<file path="src/rtl/key_sw_port.sv">
// Switch/pushbutton input port: synchronizes pins, debounces keys, captures presses and raises IRQ.
// Define KEY_DEBOUNCE_EN to include the per-key debounce counters; otherwise keys are used as synchronized.
module key_sw_port #(
    parameter int unsigned DW        = 16,
    parameter int unsigned NSW       = 10,
    parameter int unsigned NKEY      = 4,
    parameter int unsigned DB_CYCLES = 500000
) (
    input  logic            Clock,
    input  logic            Resetn,
    input  logic [NSW-1:0]  SW,
    input  logic [NKEY-1:0] KEY,
    input  logic [1:0]      Addr,
    input  logic            Sel,
    input  logic            Wr,
    input  logic [NKEY-1:0] WrData,
    output logic [DW-1:0]   RdData,
    output logic            IRQ
);

    logic [NSW-1:0]  r_sw_m, r_sw_s;
    logic [NKEY-1:0] r_key_m, r_key_s;
    logic [NKEY-1:0] r_cap, r_mask;
    logic [NKEY-1:0] w_db, w_db_next, w_rise, w_clr;
    logic [DW-1:0]   w_rd_data;
    logic            w_rd_en, w_wr_en;

    // Two-flop synchronizers; keys reset to the released (high) level
    always_ff @(posedge Clock) begin
        if (!Resetn) begin
            r_sw_m  <= '0;
            r_sw_s  <= '0;
            r_key_m <= '1;
            r_key_s <= '1;
        end else begin
            r_sw_m  <= SW;
            r_sw_s  <= r_sw_m;
            r_key_m <= KEY;
            r_key_s <= r_key_m;
        end
    end

`ifdef KEY_DEBOUNCE_EN
    localparam int unsigned CW = $clog2(DB_CYCLES + 1);

    logic [CW-1:0]   r_cnt [NKEY];
    logic [NKEY-1:0] r_db;
    logic [NKEY-1:0] w_key_lvl;
    logic [NKEY-1:0] w_cnt_done;

    assign w_key_lvl = ~r_key_s;
    assign w_db      = r_db;

    // A key's new level is accepted once it has differed for DB_CYCLES consecutive cycles
    always_comb begin
        w_cnt_done = '0;
        w_db_next  = r_db;
        for (int i = 0; i < int'(NKEY); i++) begin
            w_cnt_done[i] = (w_key_lvl[i] != r_db[i]) && (r_cnt[i] == CW'(DB_CYCLES - 1));
            if (w_cnt_done[i]) w_db_next[i] = w_key_lvl[i];
        end
    end

    always_ff @(posedge Clock) begin
        if (!Resetn) begin
            r_db <= '0;
            for (int i = 0; i < int'(NKEY); i++) r_cnt[i] <= '0;
        end else begin
            r_db <= w_db_next;
            for (int i = 0; i < int'(NKEY); i++) begin
                if (w_key_lvl[i] == r_db[i] || w_cnt_done[i]) r_cnt[i] <= '0;
                else r_cnt[i] <= r_cnt[i] + CW'(1);
            end
        end
    end
`else
    logic w_unused_db;

    assign w_unused_db = ^32'(DB_CYCLES);
    assign w_db        = ~r_key_s;
    assign w_db_next   = ~r_key_m;
`endif

    assign w_rd_en = Sel && !Wr;
    assign w_wr_en = Sel && Wr;
    assign w_rise  = w_db_next & ~w_db;
    assign w_clr   = (w_wr_en && Addr == 2'd2) ? WrData : '0;

    always_comb begin
        w_rd_data = '0;
        case (Addr)
            2'd0:    w_rd_data = DW'(r_sw_s);
            2'd1:    w_rd_data = DW'(w_db);
            2'd2:    w_rd_data = DW'(r_cap);
            default: w_rd_data = DW'(r_mask);
        endcase
    end

    // Bus registers; a capture set in the same cycle as its clear wins
    always_ff @(posedge Clock) begin
        if (!Resetn) begin
            r_cap  <= '0;
            r_mask <= '0;
            RdData <= '0;
            IRQ    <= 1'b0;
        end else begin
            r_cap  <= (r_cap & ~w_clr) | w_rise;
            if (w_wr_en && Addr == 2'd3) r_mask <= WrData;
            IRQ    <= |(r_cap & r_mask);
            RdData <= w_rd_en ? w_rd_data : '0;
        end
    end

endmodule

</file>
<file path="config.mk">
export PLATFORM = sky130hd
export DESIGN_NAME = key_sw_port
export DESIGN_NICKNAME = d
export VERILOG_FILES = /design/src/rtl/key_sw_port.sv
export SDC_FILE = /design/constraint.sdc
export NUM_CORES = 1
export LEC_CHECK = 0
export BUFFER_PORTS_ARGS = -buffer_cell sky130_fd_sc_hd__buf_4
export CORE_MARGIN = 2
export CORE_UTILIZATION = 40
export DETAILED_ROUTE_END_ITERATION = 10
export PLACE_DENSITY = 0.68
export SLEW_MARGIN = 40
export SYNTH_ARGS = -nofsm -noshare
export SYNTH_HDL_FRONTEND = slang
export SYNTH_SLANG_ARGS = --single-unit
</file>
<file path="constraint.sdc">
create_clock -name Clock -period 2.6 [get_ports Clock]
set_clock_uncertainty 0.2 [all_clocks]
set_input_delay 0.26 -clock Clock [delete_from_list [all_inputs] [get_ports Clock]]
set_output_delay 0.26 -clock Clock [all_outputs]
set_load 0.01 [all_outputs]
</file>
## Word level (Yosys, flattened, before mapping)

Cells that the tools add are included.

- Register bits: 53
- Logic and storage cells: 29
- Input bits: 24
- Output and inout bits: 17

- Reduce and logical (&&, ||, !) cells: 8
- Multiplexer cells: 2
- Bitwise gates (word level): 8
- Equal/unequal tests: 3

Operator list:

| kind | number |
|---|---|
| case mux 10 bit (3 select lines) | 1 |
| inverter 4 bit | 4 |
| bitwise AND 4 bit | 3 |
| == test 2 bit (second input constant) | 2 |
| logical AND 1 bit | 4 |
| 2-to-1 mux 4 bit | 1 |
| bitwise OR 4 bit | 1 |
| OR reduction 4 bit | 1 |
| == test 2 x 1 -> 1 bit (second input constant) | 1 |
| logical NOT 2 bit | 1 |
| AND reduction 2 bit | 1 |
| logical NOT 1 bit | 1 |

## Logic depth before layout (Yosys ltp)

- Word-level depth: 6
- Gate-level depth with buffers: 4
- Depth with buffers taken out: 3

## Worst setup path before layout

No wires, ideal clock.

- Kind: input-to-reg
- From: input port Addr[0]
- To: register r_mask[0]
- Data arrival time: 806 ps
- Stages: 4
- Library setup time: 128 ps
- Required time: 2272 ps
- Setup slack: 1466 ps
- Buffers on the path: 1
- Path through: buf_6 -> nand4_1 -> nand3_1 -> o21ai_0

- Word-level cells in the longest chain between the ends: 2

Ends and longest elaborated chain:

| item | RTL line | source |
|---|---|---|
| from (decl) | 13 | `input logic [1:0] Addr,` |
| == test 2 bit | 108 | `if (w_wr_en && Addr == 2'd3) r_mask <= WrData;` |
| logical AND 1 bit | 108 |  |
| to (signal assigned) | 108 |  |
| to (decl) | 23 | `logic [NKEY-1:0] r_cap, r_mask;` |

No other way between the ends.
A chain may end at the register's enable or synchronous reset.

## Worst setup path in the final report

- From: register RdData[1]
- To: output port RdData[1]

RTL lines:

| item | RTL line | source |
|---|---|---|
| from (decl) | 17 | `output logic [DW-1:0] RdData,` |
| from (signal assigned) | 110 | `RdData <= w_rd_en ? w_rd_data : '0;` |

No word-level cell between the ends.

==> run metrics <==
status=finished clean; Clock Tree Root=clkbuf_8; wire per inst=11.24 um; final WL=2.698 mm; initial antenna violation count=0; CP endpoint kind=output port; Netlist cell types=26; CTS tree=done; hold endpoint=r_mask[2]; Worst Hold Class=input port to register; vias per std cell=4.496; reg-to-reg startpoint=r_mask[3]; Setup TNS Final=0 ns; Setup WS post-layout=1.395 ns; die area=0.004443 mm2; diode count=0; clk sink count=47; Min Clock Period, post-route=1.205 ns; CP Max Fanout=1; chip width=66.66 um; Die Y=66.66 um; Finish-stage setup viols=0; Leak=0.9142 nW; top-area cell type share of the netlist area=59.92%; final worst-path cycle share=46.33%; drt pass-1 iters=4; RSZ-0062 raised after global routing=false; crit-path leading delay family=flip-flops; fin. max-slew vios=0; crit path from=RdData[1]; Setup CP Type=register to output port; Fmax=830.2 MHz; first-pass GRT wire length=4.485 mm; GRT Total Usage=14.00%; reg2reg end=RdData[3]; Antenna Violating Nets Remaining=0; arrival time worst endpoint=0.74 ns; Critical path buffers and inverters=1; Residual DRC=0; final hold vios=0; core area=0.003716 mm2; final RePlAce weighted congestion=0.7899; setup bufs post-CTS=0; clock buffer depth=2; Area contributors post-synth=dfxtp_1 (60%), and2_1 (10%), mux2i_1 (5.1%), buf_4 (3.3%), nand2b_1 (2.0%); Final nets=215; Resized cells post-CTS=0; commonest cells after routing, fill and taps aside=dfxtp_1 (47), buf_4 (34), and2_1 (26); Ys Warns=0; number of CTS-inserted buffers=5; vias=1079; CTS Hold Bufs=14; cell area after synthesis=0.001570 mm2; Multi-input gate area=556.8 um2; depth of the most critical reg-to-reg path=2; H-tree Lvls=2; number of DRC markers in iteration 0=73; Peak VDD IR=0.2713 mV; Mapped Cells=142; num ports=41; initial core utilization=42.26%; reg2reg setup slack=1.65 ns; largest area contributor in the netlist=dfxtp_1; slowest cell delay on critical path=0.31 ns; vias in the first global route=1005; clk_lat worst skew=0.30 ns; fillcell total=343; largest net degree at the start of global routing=44; Critical Path Slowest Stage Cell=dfxtp_1; total grt overflow=0; dpl ws=1.084 ns; max-cap violation count=0; average size of a mapped cell=11.06 um2; DP HPWL=1.862 mm; Hold Path Depth=3; Power Density=633.2 mW/mm2; port bufs=34; commonest non-fill, non-tap cell in the layout=dfxtp_1; FP Rows=22; #FFs+latches synth=47; min-delay src=WrData[2]; Clk pin slew, worst setup/hold paths=0.08 ns; Crit path depth=1; share of layout cells above drive strength 1=23.96%; Startpoint Class=register; Seq/Total Area, Yosys=59.92%; Area Growth Syn to Fin=31.63%; CP Cell Sequence=buf_4; FF/Latch Area=940.9 um2; worst endpoint required time=2.14 ns
==> kinds of logic after synthesis <==
| kind of cell | synth area share (%) |
|---|---|
| other cells | 0.2388 |
| simple gates | 21.04 |
| compound gates | 7.889 |
| buf+inv | 5.816 |
| mux | 5.100 |
| flops | 59.92 |
==> sequential cells by signal (all words and copies together) (netlist names) <==
name / cells
RdData: 10
r_sw_s: 10
IRQ: 1
r_cap: 4
r_mask: 4
r_sw_m: 10
r_key_s: 4
r_key_m: 4
==> Yosys cell counts <==
cell type	instances
nand2_2	1
and2_1	26
a22oi_1	2
o22ai_1	3
buf_2	1
o21ai_0	4
o22ai_2	1
clkbuf_1	2
nand2b_1	5
a21oi_1	4
a21boi_0	1
nand4b_1	1
nand3_1	4
buf_4	7
or2b_1	3
or3_4	1
conb_1	1
mux2i_1	8
nor4_4	1
and4b_1	1
dfxtp_1	47
o21bai_1	4
nand2_1	8
buf_6	1
nand4_1	1
inv_1	4
==> stage by stage <==
step	hold WS, ns	power [mW]	std cells	instance area, um2	utilization [%]
after global routing	0.03382	1.374	240	2067	55.62
after floorplan	0.1553	0.8276	147	1589	-
after global placement	0.2151	0.8584	218	1828	49.19
final	0.02302	1.309	240	2067	55.62
after CTS	0.01539	1.327	240	2067	55.62
after detailed placement	0.2136	0.8622	218	1828	49.19
==> metal layers <==
layer / GRT usage, % / wire length (um) / vias up
met3: 5.236 / 156 / 4
met1: 16.82 / 1169 / 495
met5: 0 / 0 / -
met2: 21.50 / 1322 / 31
met4: 7.653 / 49 / 0
li1: - / - / 549
==> layout make-up <==
class / count / area share [%]
Sequential cell: 47 / 45.52
Tap cell: 48 / 2.906
Clock inverter: 2 / 0.7869
Timing Repair Buffer: 48 / 19.13
Inverter: 4 / 0.7264
Multi-Input combinational cell: 85 / 26.94
Clock buffer: 6 / 3.995
==> worst max-delay path by stage <==
stage,slack (ns),end
2_1_floorplan,1.47,r_mask[0]
3_3_place_gp,1.14,RdData[3]
3_5_place_dp,1.08,RdData[3]
4_1_cts,1.38,RdData[1]
5_1_grt,1.33,RdData[2]
6_report,1.40,RdData[1]
==> report_power, final <==
part / switching, mW / total (mW) / internal [mW]
Sequential: 0.00956 / 0.757 / 0.747
Combinational: 0.0444 / 0.105 / 0.0604
Clock: 0.231 / 0.447 / 0.217
(Power assumes the default switching activity.)
